## config.mk

```make
export PLATFORM = sky130hd
export DESIGN_NAME = alu_fpu_issue_ctrl
export DESIGN_NICKNAME = d
export VERILOG_FILES = /design/src/rtl/alu_fpu_issue_ctrl.sv
export SDC_FILE = /design/constraint.sdc
export NUM_CORES = 1
export LEC_CHECK = 0
export CORE_AREA = 2 2 135 137
export DETAILED_ROUTE_END_ITERATION = 7
export DIE_AREA = 0 0 137 139
export PLACE_DENSITY = 0.88
export RECOVER_POWER = 50
export SYNTH_ARGS = -nofsm -noshare
export SYNTH_HDL_FRONTEND = slang
export SYNTH_SLANG_ARGS = --single-unit
export TNS_END_PERCENT = 1
```

## constraint.sdc

```tcl
create_clock -name i_clk -period 7.35 [get_ports i_clk]
set_clock_uncertainty 0.15 [all_clocks]
set_input_delay 1.47 -clock i_clk [delete_from_list [all_inputs] [get_ports i_clk]]
set_output_delay 1.47 -clock i_clk [all_outputs]
set_load 0.05 [all_outputs]
```

## src/rtl/alu_fpu_issue_ctrl.sv

```systemverilog
// Issue/sequencing controller in front of the shared integer/FP execute block.
// Accepts one op from decode, holds its operands on the execute inputs for an
// op-dependent latency, captures the result and presents it to writeback.
module alu_fpu_issue_ctrl #(
  parameter int unsigned ALU_LAT   = 1,
  parameter int unsigned FADD_LAT  = 3,
  parameter int unsigned FMUL_LAT  = 4,
  parameter int unsigned FDIV_LAT  = 12,
  parameter int unsigned FMISC_LAT = 2
) (
  input  logic        i_clk,
  input  logic        i_reset,
  input  logic        i_req_valid,
  output logic        o_req_ready,
  input  logic [31:0] i_operand_a,
  input  logic [31:0] i_operand_b,
  input  logic [31:0] i_rs1_f,
  input  logic [31:0] i_rs2_f,
  input  logic [4:0]  i_alu_op,
  input  logic [4:0]  i_rd_addr,
  input  logic        i_rd_is_fp,
  input  logic        i_flush,
  output logic [31:0] o_operand_a,
  output logic [31:0] o_operand_b,
  output logic [31:0] o_rs1_f,
  output logic [31:0] o_rs2_f,
  output logic [4:0]  o_alu_op,
  input  logic [31:0] i_alu_fpu_data,
  output logic        o_rsp_valid,
  input  logic        i_rsp_ready,
  output logic [31:0] o_rsp_data,
  output logic [4:0]  o_rsp_rd_addr,
  output logic        o_rsp_rd_is_fp,
  output logic        o_busy
);

  typedef enum logic [1:0] {
    IDLE = 2'd0,
    BUSY = 2'd1,
    DONE = 2'd2
  } state_t;

  state_t     state;
  logic [3:0] cnt;
  logic       accept;

  // Latency minus one, loaded into the countdown on accept.
  function automatic logic [3:0] lat_m1(input logic [4:0] op);
    logic [3:0] r;
    if (!op[4])                             r = 4'(ALU_LAT - 1);
    else if (op == 5'b10000 || op == 5'b10001) r = 4'(FADD_LAT - 1);
    else if (op == 5'b10010)                r = 4'(FMUL_LAT - 1);
    else if (op == 5'b10011)                r = 4'(FDIV_LAT - 1);
    else                                    r = 4'(FMISC_LAT - 1);
    return r;
  endfunction

  // Ready depends only on state, writeback ready and flush (never on req_valid).
  always_comb begin
    o_req_ready = !i_flush && ((state == IDLE) || ((state == DONE) && i_rsp_ready));
    accept      = i_req_valid && o_req_ready;
    o_busy      = (state != IDLE);
  end

  // Sequencing FSM with registered operand, response and tag outputs.
  always_ff @(posedge i_clk or posedge i_reset) begin
    if (i_reset) begin
      state          <= IDLE;
      cnt            <= '0;
      o_operand_a    <= '0;
      o_operand_b    <= '0;
      o_rs1_f        <= '0;
      o_rs2_f        <= '0;
      o_alu_op       <= '0;
      o_rsp_valid    <= 1'b0;
      o_rsp_data     <= '0;
      o_rsp_rd_addr  <= '0;
      o_rsp_rd_is_fp <= 1'b0;
    end else if (i_flush) begin
      state       <= IDLE;
      o_rsp_valid <= 1'b0;
    end else begin
      // Accept is only possible in IDLE or in DONE with the handshake, so the
      // load path is shared; a DONE accept also retires the held response.
      if (accept) begin
        o_operand_a    <= i_operand_a;
        o_operand_b    <= i_operand_b;
        o_rs1_f        <= i_rs1_f;
        o_rs2_f        <= i_rs2_f;
        o_alu_op       <= i_alu_op;
        o_rsp_rd_addr  <= i_rd_addr;
        o_rsp_rd_is_fp <= i_rd_is_fp;
        cnt            <= lat_m1(i_alu_op);
        o_rsp_valid    <= 1'b0;
        state          <= BUSY;
      end else begin
        case (state)
          BUSY: begin
            if (cnt == 4'd0) begin
              o_rsp_data  <= i_alu_fpu_data;
              o_rsp_valid <= 1'b1;
              state       <= DONE;
            end else begin
              cnt <= cnt - 4'd1;
            end
          end
          DONE: begin
            if (i_rsp_ready) begin
              o_rsp_valid <= 1'b0;
              state       <= IDLE;
            end
          end
          default: state <= IDLE;
        endcase
      end
    end
  end

endmodule

```

==> impl_metrics.env <==
export IMPL_crit_family="buffers and inverters"
export IMPL_tritoncts="yes"
export IMPL_synth_warnings=0
export IMPL_worst_pin_slew_ps=3330
export IMPL_drv_slew=280
export IMPL_clkPwrFrac=0.225
export IMPL_period_minus_slack_ps=5320
export IMPL_outcome="complete, but fails checks"
export IMPL_detail_route_wirelength_um=18000
export IMPL_cts_resized=0
export IMPL_clk_latency_ps=410
export IMPL_synth_cells=424
export IMPL_register_bit_count_reported_by_yosys=178
export IMPL_globalRouteOverflowTotal=0
export IMPL_multi_input_area_um2=2290
export IMPL_most_used_dff_post_synth="sky130_fd_sc_hd__dfrtp_1"
export IMPL_cell_rows=49
export IMPL_syn_area_um2=6880
export IMPL_final_instance_count_excl_fill=1019
export IMPL_regArea_um2=4450
export IMPL_number_of_buffers_added_to_fix_hold_violations_after_cts=0
export IMPL_final_cell_mix="sky130_fd_sc_hd__clkdlybuf4s50_1 (267), sky130_fd_sc_hd__dfrtp_1 (178), sky130_fd_sc_hd__mux2_2 (160)"
export IMPL_drt_iter0_drc=122
export IMPL_fillers=1348
export IMPL_number_of_global_route_vias_before_repair=5359
export IMPL_antenna_cells_inserted=0
export IMPL_grt_util_all_layers=0.189
export IMPL_powerDensity_nw_per_um2=343
export IMPL_wl_per_cell_um=17.6
export IMPL_worst_slew_margin_rel=-1.22
export IMPL_max_clock_freq_ghz=0.188
export IMPL_critPathArrivalTime_ps=5450
export IMPL_chipWidth_um=137
export IMPL_period_share=0.724
export IMPL_grt_first_pass_wirelength_um=27600
export IMPL_clock_root_buffer="sky130_fd_sc_hd__clkbuf_16"
export IMPL_path_cells="dlygate4sd3_1 > nand2b_1 > nor2_4 > clkbuf_1 > mux2_2"
export IMPL_final_common_cell="sky130_fd_sc_hd__clkdlybuf4s50_1"
export IMPL_timing_max_cap_violations=5
export IMPL_part_of_the_total_power_dissipated_in_sequential_elements=0.345
export IMPL_nets=959
export IMPL_cp_buffers_inverters=2
export IMPL_pre_cts_slack_ps=2430
export IMPL_hold_viol=0
export IMPL_syn2layout_area_growth_pct=61.9
export IMPL_fin_area_um2=11100
export IMPL_total_die_area_um2=19000
export IMPL_net_switching_power_figure_w=0.00157
export IMPL_clockBufferDepth=2
export IMPL_antenna_violating_nets_post_route=0
export IMPL_cts_clk_slew_worst_paths_ps=70
export IMPL_setup_tns_ps=0
export IMPL_synth_enable_flop_cells=0
export IMPL_synth_net_count=605
export IMPL_gp_congestion=0.826
export IMPL_num_cts_buffers=17
export IMPL_grt_max_degree=78
export IMPL_share_of_layout_cells_above_drive_strength_1=0.251
export IMPL_postPlaceCellArea_um2=10600
export IMPL_post_cts_setup_buffers=0
export IMPL_io_buffer_count=349
export IMPL_synth_yosys_seq_area_share=0.647
export IMPL_drt_pre_antenna_iters=4
export IMPL_timing_reg2reg_worst_path_depth=6
export IMPL_critical_path_max_stage_delay_ps=2330
export IMPL_via_count=4865
export IMPL_power_leakage_nw=4.61
export IMPL_synth_area_per_cell_um2=16.2
export IMPL_critPathSlowestCell="sky130_fd_sc_hd__clkbuf_1"
export IMPL_crit_fanout=63
export IMPL_drc_violation_count_after_routing=0
export IMPL_combinationalPowerShare=0.430
export IMPL_worstReg2RegStart="state[0]"
export IMPL_setup_worst_path_start="i_flush"
export IMPL_netSwitchingFraction=0.410
export IMPL_ir_drop_v=0.000188
export IMPL_required_ps=7490
export IMPL_failing_checks="max-capacitance violations, max-slew violations"
export IMPL_min_delay_path_depth=1
export IMPL_coreArea_um2=17700
export IMPL_worst_min_delay_path_class="reg -> reg"
export IMPL_cts_htree_levels=4
export IMPL_placed_cells_incl_taps=988
export IMPL_netlist_cell_type_count=32
export IMPL_grt_antenna_before_repair=0
export IMPL_path_depth=5
export IMPL_die_height_um=139
export IMPL_finalSetupViolations=0
export IMPL_holdCritStartpoint="o_operand_a[23]"
export IMPL_dp_final_hpwl_um=13400
export IMPL_timing_worst_setup_path_type="in -> reg"
export IMPL_clock_net_sink_count=178
export IMPL_final_setup_worst_slack_ps=2030
export IMPL_detail_route_vias_per_cell=4.77
export IMPL_grt_setup_unrepaired="false"
export IMPL_start_kind="input port"
export IMPL_initial_core_util=0.390
export IMPL_critPathCaptureType="register"
export IMPL_synthArstFlopShare=1.00
export IMPL_p_int_w=0.00226
export IMPL_boundaryPins=350
[worst reg2reg max path: stages (launching register included)]
cell	delay, ps
sky130_fd_sc_hd__dfrtp_1	410
sky130_fd_sc_hd__inv_1	100
sky130_fd_sc_hd__ha_1	220
sky130_fd_sc_hd__a21oi_1	240
sky130_fd_sc_hd__nor2_4	170
sky130_fd_sc_hd__clkbuf_1	2330
sky130_fd_sc_hd__mux2_2	580
[synthesized netlist by cell type (2+ instances only)]
| master | instances | area (um2) |
|---|---|---|
| sky130_fd_sc_hd__dfrtp_1 | 178 | 4450 |
| sky130_fd_sc_hd__mux2_2 | 160 | 1800 |
| sky130_fd_sc_hd__buf_2 | 15 | 75.1 |
| sky130_fd_sc_hd__mux2_1 | 11 | 124 |
| sky130_fd_sc_hd__inv_1 | 9 | 33.8 |
| sky130_fd_sc_hd__ha_1 | 5 | 62.6 |
| sky130_fd_sc_hd__a21oi_1 | 4 | 20.0 |
| sky130_fd_sc_hd__buf_6 | 3 | 33.8 |
| sky130_fd_sc_hd__nand2b_1 | 3 | 18.8 |
| sky130_fd_sc_hd__nor2_1 | 3 | 11.3 |
| sky130_fd_sc_hd__nor3b_1 | 3 | 22.5 |
| sky130_fd_sc_hd__o211ai_1 | 3 | 22.5 |
| sky130_fd_sc_hd__o21ai_0 | 3 | 15.0 |
| sky130_fd_sc_hd__a22oi_1 | 2 | 15.0 |
| sky130_fd_sc_hd__a31oi_1 | 2 | 12.5 |
| sky130_fd_sc_hd__nand2_1 | 2 | 7.51 |
| sky130_fd_sc_hd__nor2b_1 | 2 | 12.5 |
| sky130_fd_sc_hd__or3_1 | 2 | 12.5 |
[metal layers]
metal	wire [um]	global-route usage	share of wire
met1	6530	0.202	0.36
met2	9340	0.333	0.52
met3	1640	0.0786	0.092
met4	446	0.0667	0.025
met5	0	0	0
[cell families after synthesis]
logic type	Yosys count	synth area share
mux	172	0.281
simple gates	20	0.0176
compound gates	21	0.0236
flops	178	0.647
fa+ha+maj	5	0.00909
buf+inv	28	0.0213
[flip-flops by register name (all words and copies together) (netlist names), 2 cells and up]
signal         flops
state              2
o_rs1_f           32
o_operand_a       32
o_rsp_rd_addr      5
cnt                4
o_rs2_f           32
o_operand_b       32
o_alu_op           5
o_rsp_data        32
[path summary, 6_finish.rpt]
check,end,slack (ps)
max,o_operand_a[20],2030
min,o_operand_a[23],330
max reg2reg,o_operand_a[20],3030
min reg2reg,o_operand_a[23],330
max in group asynchronous,o_operand_a[1],2860
min in group asynchronous,o_rs1_f[5],1830
[power groups by stage]
stage                     Sequential (W)  Combinational [W]  Clock (W)
after detailed placement         0.00135            0.00169          0
after global routing             0.00135            0.00171   0.000935
after floorplan                  0.00212           0.000265          0
final                            0.00132            0.00164   0.000859
after global placement           0.00133            0.00167          0
after CTS                        0.00133            0.00169   0.000887
[final cells by class]
class / count / area share
sequential: 178 / 0.400
inverter: 9 / 0.00314
clock buffer: 18 / 0.0394
timing repair buffer: 354 / 0.316
multi-input combinational: 218 / 0.206
clock inverter: 13 / 0.0106
tap: 229 / 0.0257
[stage by stage]
step	util	total power [W]	hold WS (ps)
floorplan	-	0.00239	353
global placement	0.600	0.00300	317
detailed placement	0.600	0.00303	324
CTS	0.632	0.00391	340
global route	0.631	0.00399	353
finish	0.631	0.00382	331
No activity file was read; power rests on OpenSTA's default activity.
